### config.mk
export PLATFORM = sky130hd
export DESIGN_NAME = intcode_loader_flat
export DESIGN_NICKNAME = d
export VERILOG_FILES = /design/src/rtl/intcode_pkg.sv /design/src/rtl/intcode_loader_if.sv /design/src/rtl/intcode_dec_accum.sv /design/src/rtl/intcode_loader.sv /design/src/flat_wrapper.sv
export SDC_FILE = /design/constraint.sdc
export NUM_CORES = 1
export LEC_CHECK = 0
export BUFFER_PORTS_ARGS = -buffer_cell sky130_fd_sc_hd__buf_2
export CORE_MARGIN = 4
export CORE_UTILIZATION = 30
export DETAILED_ROUTE_END_ITERATION = 7
export PLACE_DENSITY = 0.43
export SLEW_MARGIN = 40
export SYNTH_ARGS = -nofsm -noshare
export SYNTH_HDL_FRONTEND = slang
export SYNTH_HIERARCHICAL = 1
export SYNTH_SLANG_ARGS = --single-unit
### constraint.sdc
create_clock -name clk -period 8.6 [get_ports clk]
set_input_delay 1.72 -clock clk [delete_from_list [all_inputs] [get_ports clk]]
set_output_delay 1.72 -clock clk [all_outputs]
set_load 0.02 [all_outputs]
### src/rtl/intcode_pkg.sv
// Shared types and constants for the intcode loader.
//   word_t          : one intcode word (two's complement)
//   loader_state_e  : parser state (IDLE, NUMBER, DONE, ERROR)
//   CH_*            : ASCII codes the parser recognises
//   is_digit()      : true for '0'..'9'
package intcode_pkg;

  localparam int WORD_W = 64;

  typedef logic [WORD_W-1:0] word_t;

  typedef enum logic [1:0] {
    IDLE   = 2'd0,
    NUMBER = 2'd1,
    DONE   = 2'd2,
    ERROR  = 2'd3
  } loader_state_e;

  localparam logic [7:0] CH_COMMA = 8'h2C;
  localparam logic [7:0] CH_NL    = 8'h0A;
  localparam logic [7:0] CH_CR    = 8'h0D;
  localparam logic [7:0] CH_SPACE = 8'h20;
  localparam logic [7:0] CH_MINUS = 8'h2D;
  localparam logic [7:0] CH_ZERO  = 8'h30;
  localparam logic [7:0] CH_NINE  = 8'h39;

  function automatic logic is_digit(input logic [7:0] c);
    return (c >= CH_ZERO) && (c <= CH_NINE);
  endfunction

endpackage

### src/rtl/intcode_loader_if.sv
// Byte-stream input and program-write output bundle of the intcode loader.
//   master : stream source / program consumer (drives bytes, patch values)
//   slave  : the loader (drives in_ready and the write/status outputs)
// Signals: in_valid/in_ready/in_byte/in_last byte handshake, patch_en/noun/verb
// patch controls, write_program/data word pulse, word_count/done/error status.
interface intcode_loader_if
  import intcode_pkg::*;
#(
  parameter int WORD_W    = 64,
  parameter int MAX_WORDS = 4096,
  parameter int COUNT_W   = $clog2(MAX_WORDS + 1)
);

  logic               in_valid;
  logic               in_ready;
  logic [7:0]         in_byte;
  logic               in_last;
  logic               patch_en;
  logic [WORD_W-1:0]  noun;
  logic [WORD_W-1:0]  verb;
  logic               write_program;
  logic [WORD_W-1:0]  data;
  logic [COUNT_W-1:0] word_count;
  logic               done;
  logic               error;

  modport master (
    output in_valid, in_byte, in_last, patch_en, noun, verb,
    input  in_ready, write_program, data, word_count, done, error
  );

  modport slave (
    input  in_valid, in_byte, in_last, patch_en, noun, verb,
    output in_ready, write_program, data, word_count, done, error
  );

endinterface

### src/rtl/intcode_dec_accum.sv
// Combinational decimal accumulate step: o_next = i_acc*10 + i_digit.
//   i_acc   : current magnitude
//   i_digit : decimal digit 0..9
//   i_neg   : magnitude belongs to a negative number (limit is one larger)
//   o_next  : new magnitude (valid when o_ovf = 0)
//   o_ovf   : new magnitude exceeds the representable range for the sign
module intcode_dec_accum #(
  parameter int WORD_W = 64
) (
  input  logic [WORD_W-1:0] i_acc,
  input  logic [3:0]        i_digit,
  input  logic              i_neg,
  output logic [WORD_W-1:0] o_next,
  output logic              o_ovf
);

  // Four guard bits hold acc*10+9 for any acc below 2^WORD_W.
  localparam logic [WORD_W+3:0] LIM_POS = {5'b0, {(WORD_W-1){1'b1}}};
  localparam logic [WORD_W+3:0] LIM_NEG = {4'b0, 1'b1, {(WORD_W-1){1'b0}}};

  logic [WORD_W+3:0] w_ext;
  logic [WORD_W+3:0] w_sum;
  logic [WORD_W+3:0] w_limit;

  assign w_ext   = {4'b0, i_acc};
  assign w_sum   = (w_ext << 3) + (w_ext << 1) + {{WORD_W{1'b0}}, i_digit};
  assign w_limit = i_neg ? LIM_NEG : LIM_POS;
  assign o_ovf   = (w_sum > w_limit);
  assign o_next  = w_sum[WORD_W-1:0];

endmodule

### src/rtl/intcode_loader.sv
// Parses an ASCII stream of comma-separated decimal integers into program
// words and writes them to intcode one word per write_program pulse.
//   clk    : clock
//   reset  : asynchronous active-high reset
//   bus    : intcode_loader_if.slave
//            in_valid/in_ready/in_byte/in_last - byte stream in
//            patch_en/noun/verb                - overrides for words 1 and 2
//            write_program/data                - one-cycle word pulse out
//            word_count/done/error             - status (done/error sticky)
module intcode_loader
  import intcode_pkg::*;
#(
  parameter int WORD_W    = 64,
  parameter int MAX_WORDS = 4096,
  parameter int COUNT_W   = $clog2(MAX_WORDS + 1)
) (
  input  logic              clk,
  input  logic              reset,
  intcode_loader_if.slave   bus
);

  localparam logic [COUNT_W-1:0] MAX_CNT = COUNT_W'(MAX_WORDS);
  localparam logic [COUNT_W-1:0] IDX_NOUN = COUNT_W'(1);
  localparam logic [COUNT_W-1:0] IDX_VERB = COUNT_W'(2);

  loader_state_e      r_state;
  logic [WORD_W-1:0]  r_acc;
  logic               r_neg;
  logic               r_have;
  logic               r_wp;
  logic [WORD_W-1:0]  r_data;
  logic [COUNT_W-1:0] r_count;
  logic               r_done;
  logic               r_error;

  logic              w_active;
  logic              w_xfer;
  logic              w_digit;
  logic              w_minus;
  logic              w_comma;
  logic              w_nl;
  logic              w_blank;
  logic              w_bad_char;
  logic              w_bad_minus;
  logic [WORD_W-1:0] w_next_acc;
  logic              w_ovf;
  logic [WORD_W-1:0] w_cur_acc;
  logic              w_cur_neg;
  logic              w_cur_have;
  logic              w_end;
  logic              w_term;
  logic              w_emit;
  logic              w_err;
  logic [WORD_W-1:0] w_value;

  function automatic logic [WORD_W-1:0] patch_word(
    input logic [COUNT_W-1:0] idx,
    input logic               en,
    input logic [WORD_W-1:0]  parsed,
    input logic [WORD_W-1:0]  noun_v,
    input logic [WORD_W-1:0]  verb_v
  );
    if (en && idx == IDX_NOUN) return noun_v;
    if (en && idx == IDX_VERB) return verb_v;
    return parsed;
  endfunction

  intcode_dec_accum #(.WORD_W(WORD_W)) u_accum (
    .i_acc   (r_acc),
    .i_digit (bus.in_byte[3:0]),
    .i_neg   (r_neg),
    .o_next  (w_next_acc),
    .o_ovf   (w_ovf)
  );

  assign w_active = (r_state == IDLE) || (r_state == NUMBER);
  assign w_xfer   = bus.in_valid && w_active;

  assign w_digit    = is_digit(bus.in_byte);
  assign w_minus    = (bus.in_byte == CH_MINUS);
  assign w_comma    = (bus.in_byte == CH_COMMA);
  assign w_nl       = (bus.in_byte == CH_NL);
  assign w_blank    = (bus.in_byte == CH_SPACE) || (bus.in_byte == CH_CR);
  assign w_bad_char = !(w_digit || w_minus || w_comma || w_nl || w_blank);
  // A sign is only allowed once, before any digit of the field.
  assign w_bad_minus = w_minus && (r_have || r_neg);

  // Field state as it stands after this byte, before any terminator clears it.
  assign w_cur_acc  = w_digit ? w_next_acc : r_acc;
  assign w_cur_neg  = r_neg || w_minus;
  assign w_cur_have = r_have || w_digit;

  assign w_end  = w_nl || bus.in_last;
  assign w_term = w_comma || w_end;
  assign w_emit = w_term && w_cur_have;

  assign w_err = w_bad_char
              || w_bad_minus
              || (w_digit && w_ovf)
              || (w_comma && !r_have)
              || (w_term && w_cur_neg && !w_cur_have)
              || (w_emit && (r_count == MAX_CNT));

  assign w_value = w_cur_neg ? (~w_cur_acc + 1'b1) : w_cur_acc;

  assign bus.in_ready      = w_active;
  assign bus.write_program = r_wp;
  assign bus.data          = r_data;
  assign bus.word_count    = r_count;
  assign bus.done          = r_done;
  assign bus.error         = r_error;

  always_ff @(posedge clk or posedge reset) begin
    if (reset) begin
      r_state <= IDLE;
      r_acc   <= '0;
      r_neg   <= 1'b0;
      r_have  <= 1'b0;
      r_wp    <= 1'b0;
      r_data  <= '0;
      r_count <= '0;
      r_done  <= 1'b0;
      r_error <= 1'b0;
    end else begin
      r_wp <= 1'b0;
      if (w_xfer) begin
        if (w_err) begin
          r_state <= ERROR;
          r_error <= 1'b1;
        end else begin
          if (w_emit) begin
            r_wp    <= 1'b1;
            r_data  <= patch_word(r_count, bus.patch_en, w_value, bus.noun, bus.verb);
            r_count <= r_count + COUNT_W'(1);
          end
          // Clearing on the terminator lets the next field's digit follow directly.
          if (w_term) begin
            r_acc  <= '0;
            r_neg  <= 1'b0;
            r_have <= 1'b0;
          end else begin
            r_acc  <= w_cur_acc;
            r_neg  <= w_cur_neg;
            r_have <= w_cur_have;
          end
          if (w_end) begin
            r_state <= DONE;
            r_done  <= 1'b1;
          end else if (w_comma) begin
            r_state <= IDLE;
          end else if (w_cur_have) begin
            r_state <= NUMBER;
          end else begin
            r_state <= IDLE;
          end
        end
      end
    end
  end

endmodule

### src/flat_wrapper.sv
// flat-port wrapper written by rule: the top's interface ports become plain ports
module intcode_loader_flat import intcode_pkg::*;
#(
  parameter int WORD_W    = 64,
  parameter int MAX_WORDS = 4096,
  parameter int COUNT_W   = $clog2(MAX_WORDS + 1)
)
  (clk, reset, bus_in_valid, bus_in_byte, bus_in_last, bus_patch_en, bus_noun, bus_verb, bus_in_ready, bus_write_program, bus_data, bus_word_count, bus_done, bus_error);
  intcode_loader_if #(.WORD_W(WORD_W), .MAX_WORDS(MAX_WORDS), .COUNT_W(COUNT_W)) bus_i ();
  input  logic clk;
  input  logic reset;
  input wire logic [$bits(bus_i.in_valid)-1:0] bus_in_valid;
  input wire logic [$bits(bus_i.in_byte)-1:0] bus_in_byte;
  input wire logic [$bits(bus_i.in_last)-1:0] bus_in_last;
  input wire logic [$bits(bus_i.patch_en)-1:0] bus_patch_en;
  input wire logic [$bits(bus_i.noun)-1:0] bus_noun;
  input wire logic [$bits(bus_i.verb)-1:0] bus_verb;
  output wire logic [$bits(bus_i.in_ready)-1:0] bus_in_ready;
  output wire logic [$bits(bus_i.write_program)-1:0] bus_write_program;
  output wire logic [$bits(bus_i.data)-1:0] bus_data;
  output wire logic [$bits(bus_i.word_count)-1:0] bus_word_count;
  output wire logic [$bits(bus_i.done)-1:0] bus_done;
  output wire logic [$bits(bus_i.error)-1:0] bus_error;
  assign bus_i.in_valid = bus_in_valid;
  assign bus_i.in_byte = bus_in_byte;
  assign bus_i.in_last = bus_in_last;
  assign bus_i.patch_en = bus_patch_en;
  assign bus_i.noun = bus_noun;
  assign bus_i.verb = bus_verb;
  assign bus_in_ready = bus_i.in_ready;
  assign bus_write_program = bus_i.write_program;
  assign bus_data = bus_i.data;
  assign bus_word_count = bus_i.word_count;
  assign bus_done = bus_i.done;
  assign bus_error = bus_i.error;
  intcode_loader #(.WORD_W(WORD_W), .MAX_WORDS(MAX_WORDS), .COUNT_W(COUNT_W)) u_core (.clk(clk), .reset(reset), .bus(bus_i));
endmodule
==> results_dict.tcl <==
set metrics [dict create \
    grt_first_pass_wirelength_um 106600 \
    numCtsBuffers 17 \
    dieArea_um2 60680 \
    synthDominantCellAreaShare_pct 21.59 \
    hold_viol_final 0 \
    cts_num_sinks 147 \
    yosysWarnings 6 \
    syn_to_final_growth_pct 16.87 \
    wl_per_cell_um 22.50 \
    synth.distinct_cells 106 \
    ys_seq_area_share_pct 21.59 \
    critPathSlowestCell "or3_1" \
    via_per_inst 5.700 \
    vias 17670 \
    finalSetupViolCount 0 \
    synth_edf_count 0 \
    hpwl_um 55570 \
    wirelength_um 69750 \
    p_per_area_nw_per_um2 79.65 \
    crit-reg2reg-launch "u_core/r_acc[8]" \
    min_from "u_core/bus.data[4]" \
    grt_pass1_vias 17360 \
    crit_fanout 16 \
    fin_ws_ps 619.7 \
    yosysTopAreaCell "dfrtp_1" \
    cts_root_buf "clkbuf_16" \
    crit_arrival_ps 8280 \
    antenna_found_initial 2 \
    drcViolationCount 0 \
    dp_slack_ps 64.56 \
    die_h_um 246.3 \
    synthTopCellsByArea "dfrtp_1 (22%), ha_1 (14%), a21oi_1 (5.0%)" \
    p_leak_nw 9.885 \
    cap_viol_max_count 0 \
    async_reset_ff_share_pct 100.0 \
    die_w_um 246.3 \
    cts_tree "built" \
    io-pin-count 222 \
    ir_drop_uv 128.2 \
    grt_max_degree 83 \
    cp-end-kind "flip-flop" \
    slew_viol_final 0 \
    min_period_ps 7980 \
    fin_crit_sh_pct 92.79 \
    outcome "complete, no violations" \
    numPortBuffers 221 \
    synth_fp_nets 2444 \
    dp.cells 3062 \
    crit_required_ps 8900 \
    setup_tns_ps 0 \
    synth_cells 2105 \
    place.gp.congestion 0.9036 \
    fp.coreArea_um2 56280 \
    clockBufferDepth 2 \
    startpoint_type "input pin" \
    cp-startpoint "bus_in_byte[3]" \
    clk-insertion-delay-late_ps 450 \
    fmax_mhz 125.3 \
    synth.avg_cell_area_um2 8.096 \
    slowest_delay_ps 500 \
    synth.most_common_cell "ha_1" \
    post_cts_buffers 0 \
    drive_gt1_share_pct 17.40 \
    finalNonFillerCells 3100 \
    grt_usage_pct 22.32 \
    worstSetupPathType "in -> reg" \
    worst_pin_slew_ps 880.4 \
    htree_levels 4 \
    firstDrtPassIters 5 \
    overflow 0 \
    utilization_pct 35.39 \
    nFillCells 5963 \
    dr.first_iter.drc_count 1465 \
    final.setup_skew_ps 10.04 \
    postCtsHoldBufs 0 \
    num_rows 87 \
    clkSlewWorstSetupHoldPaths_ps 70 \
    slew_headroom_pct 40.81 \
    synthFlopType "dfrtp_1" \
    ant_nets 0 \
    rsz0062_at_grt "no" \
    syn_area_um2 17040 \
    yosys_register_bits 147 \
    hp-class "reg -> reg" \
    start_util_pct 30.28 \
    ys_top_cells_by_count "ha_1 (196), nor2_1 (191), nand2_1 (185)" \
    nets 2665 \
]
[path summary, 6_finish.rpt]
check / end / slack, ps / cells past startpoint
worst max-delay path: u_core/bus.data[55] / 620 / 29
worst min-delay path: u_core/bus.data[4] / 480 / 2
worst max register to register: u_core/bus.data[55] / 1280 / 28
worst min register to register: u_core/bus.data[4] / 480 / 2
max in group asynchronous: u_core/r_acc[3] / 6220 / 3
min in group asynchronous: u_core/bus.data[21] / 1330 / 2
[what timing repair did]
| action | CTS | global route |
|---|---|---|
| gates resized for setup | 0 | 2 |
| hold endpoints to repair | 0 | 0 |
| endpoints found under the setup margin | 0 | 9 |
[report_power, final]
group	internal (W)	switching [W]	leakage, nW
combinational	0.0000498	0.0000879	7.58
sequential	0.000692	0.00000114	2.03
clock	0.000407	0.000349	0.279
total	0.00115	0.000438	9.88
[cell usage in the layout (no fill, tap or decap), types with 24 or more instances in the layout]
master / netlist / routed
ha_1: 196 / 196
buf_2: 41 / 221
xnor2_1: 58 / 57
a21o_1: 32 / 31
buf_4: 12 / 89
nand2_1: 185 / 184
xor2_1: 60 / 60
nand4_1: 62 / 62
nor3_1: 54 / 54
a31oi_1: 24 / 24
nor4_1: 46 / 46
a21oi_1: 171 / 170
nand3_1: 57 / 56
dfrtp_1: 147 / 146
o211ai_1: 34 / 34
mux2i_1: 62 / 62
nor2_1: 191 / 190
o21ai_0: 120 / 120
a22o_1: 76 / 76
inv_1: 42 / 40
o31ai_1: 31 / 31
[per-layer routing]
layer  share of wire [%]  GRT usage (%)
met2                  44          34.91
met3                 5.5          2.286
met4                 1.8          5.406
met5                   0              0
met1                  49          32.94
[registers in the layout, summed over array words and instances (netlist names)]
signal / flops
u_core/r_neg: 1
u_core/bus.done: 1
u_core/bus.write_program: 1
u_core/bus.error: 1
u_core/r_acc: 64
u_core/bus.word_count: 13
u_core/r_state: 1
u_core/r_have: 1
u_core/bus.data: 64
[final cells by class]
cell class | count | area (um2) | share of cell area [%]
Sequential cell | 147 | 3680 | 18.48
Tap cell | 756 | 945.9 | 4.750
Inverter | 42 | 165.2 | 0.8293
Antenna cell | 5 | 12.51 | 0.06283
Multi-Input combinational cell | 1802 | 12660 | 63.58
Clock inverter | 15 | 147.6 | 0.7413
Clock buffer | 17 | 425.4 | 2.136
Timing Repair Buffer | 316 | 1877 | 9.424
[kinds of logic after synthesis]
group / Yosys count / synth area share [%]
and+or+nand+nor: 734 / 21.79
muxes: 67 / 3.972
AOI/OAI and AO/OA: 685 / 27.62
xor gates and xnor gates: 118 / 6.065
adders and majority gates: 198 / 14.63
buffers and inverters: 156 / 4.339
DFF: 147 / 21.59
[worst max-delay path, delay by kind of cell]
| family | cells | cell delay [ps] |
|---|---|---|
| buffers and inverters | 4 | 740 |
| AOI/OAI and AO/OA | 13 | 2420 |
| adders and majority gates | 3 | 1100 |
| and+or+nand+nor | 8 | 1950 |
| xor gates and xnor gates | 1 | 330 |
[through the flow]
stage               area, um2  hold WS (ps)   power, W
floorplan               17040         449.7  0.0007746
global placement        19290         456.6  0.0008444
detailed placement      19290         464.5  0.0008437
CTS                     19870         482.5   0.001606
global route            19910         494.9   0.001644
finish                  19920         477.8   0.001586
Power figures use the tool's default switching activity.
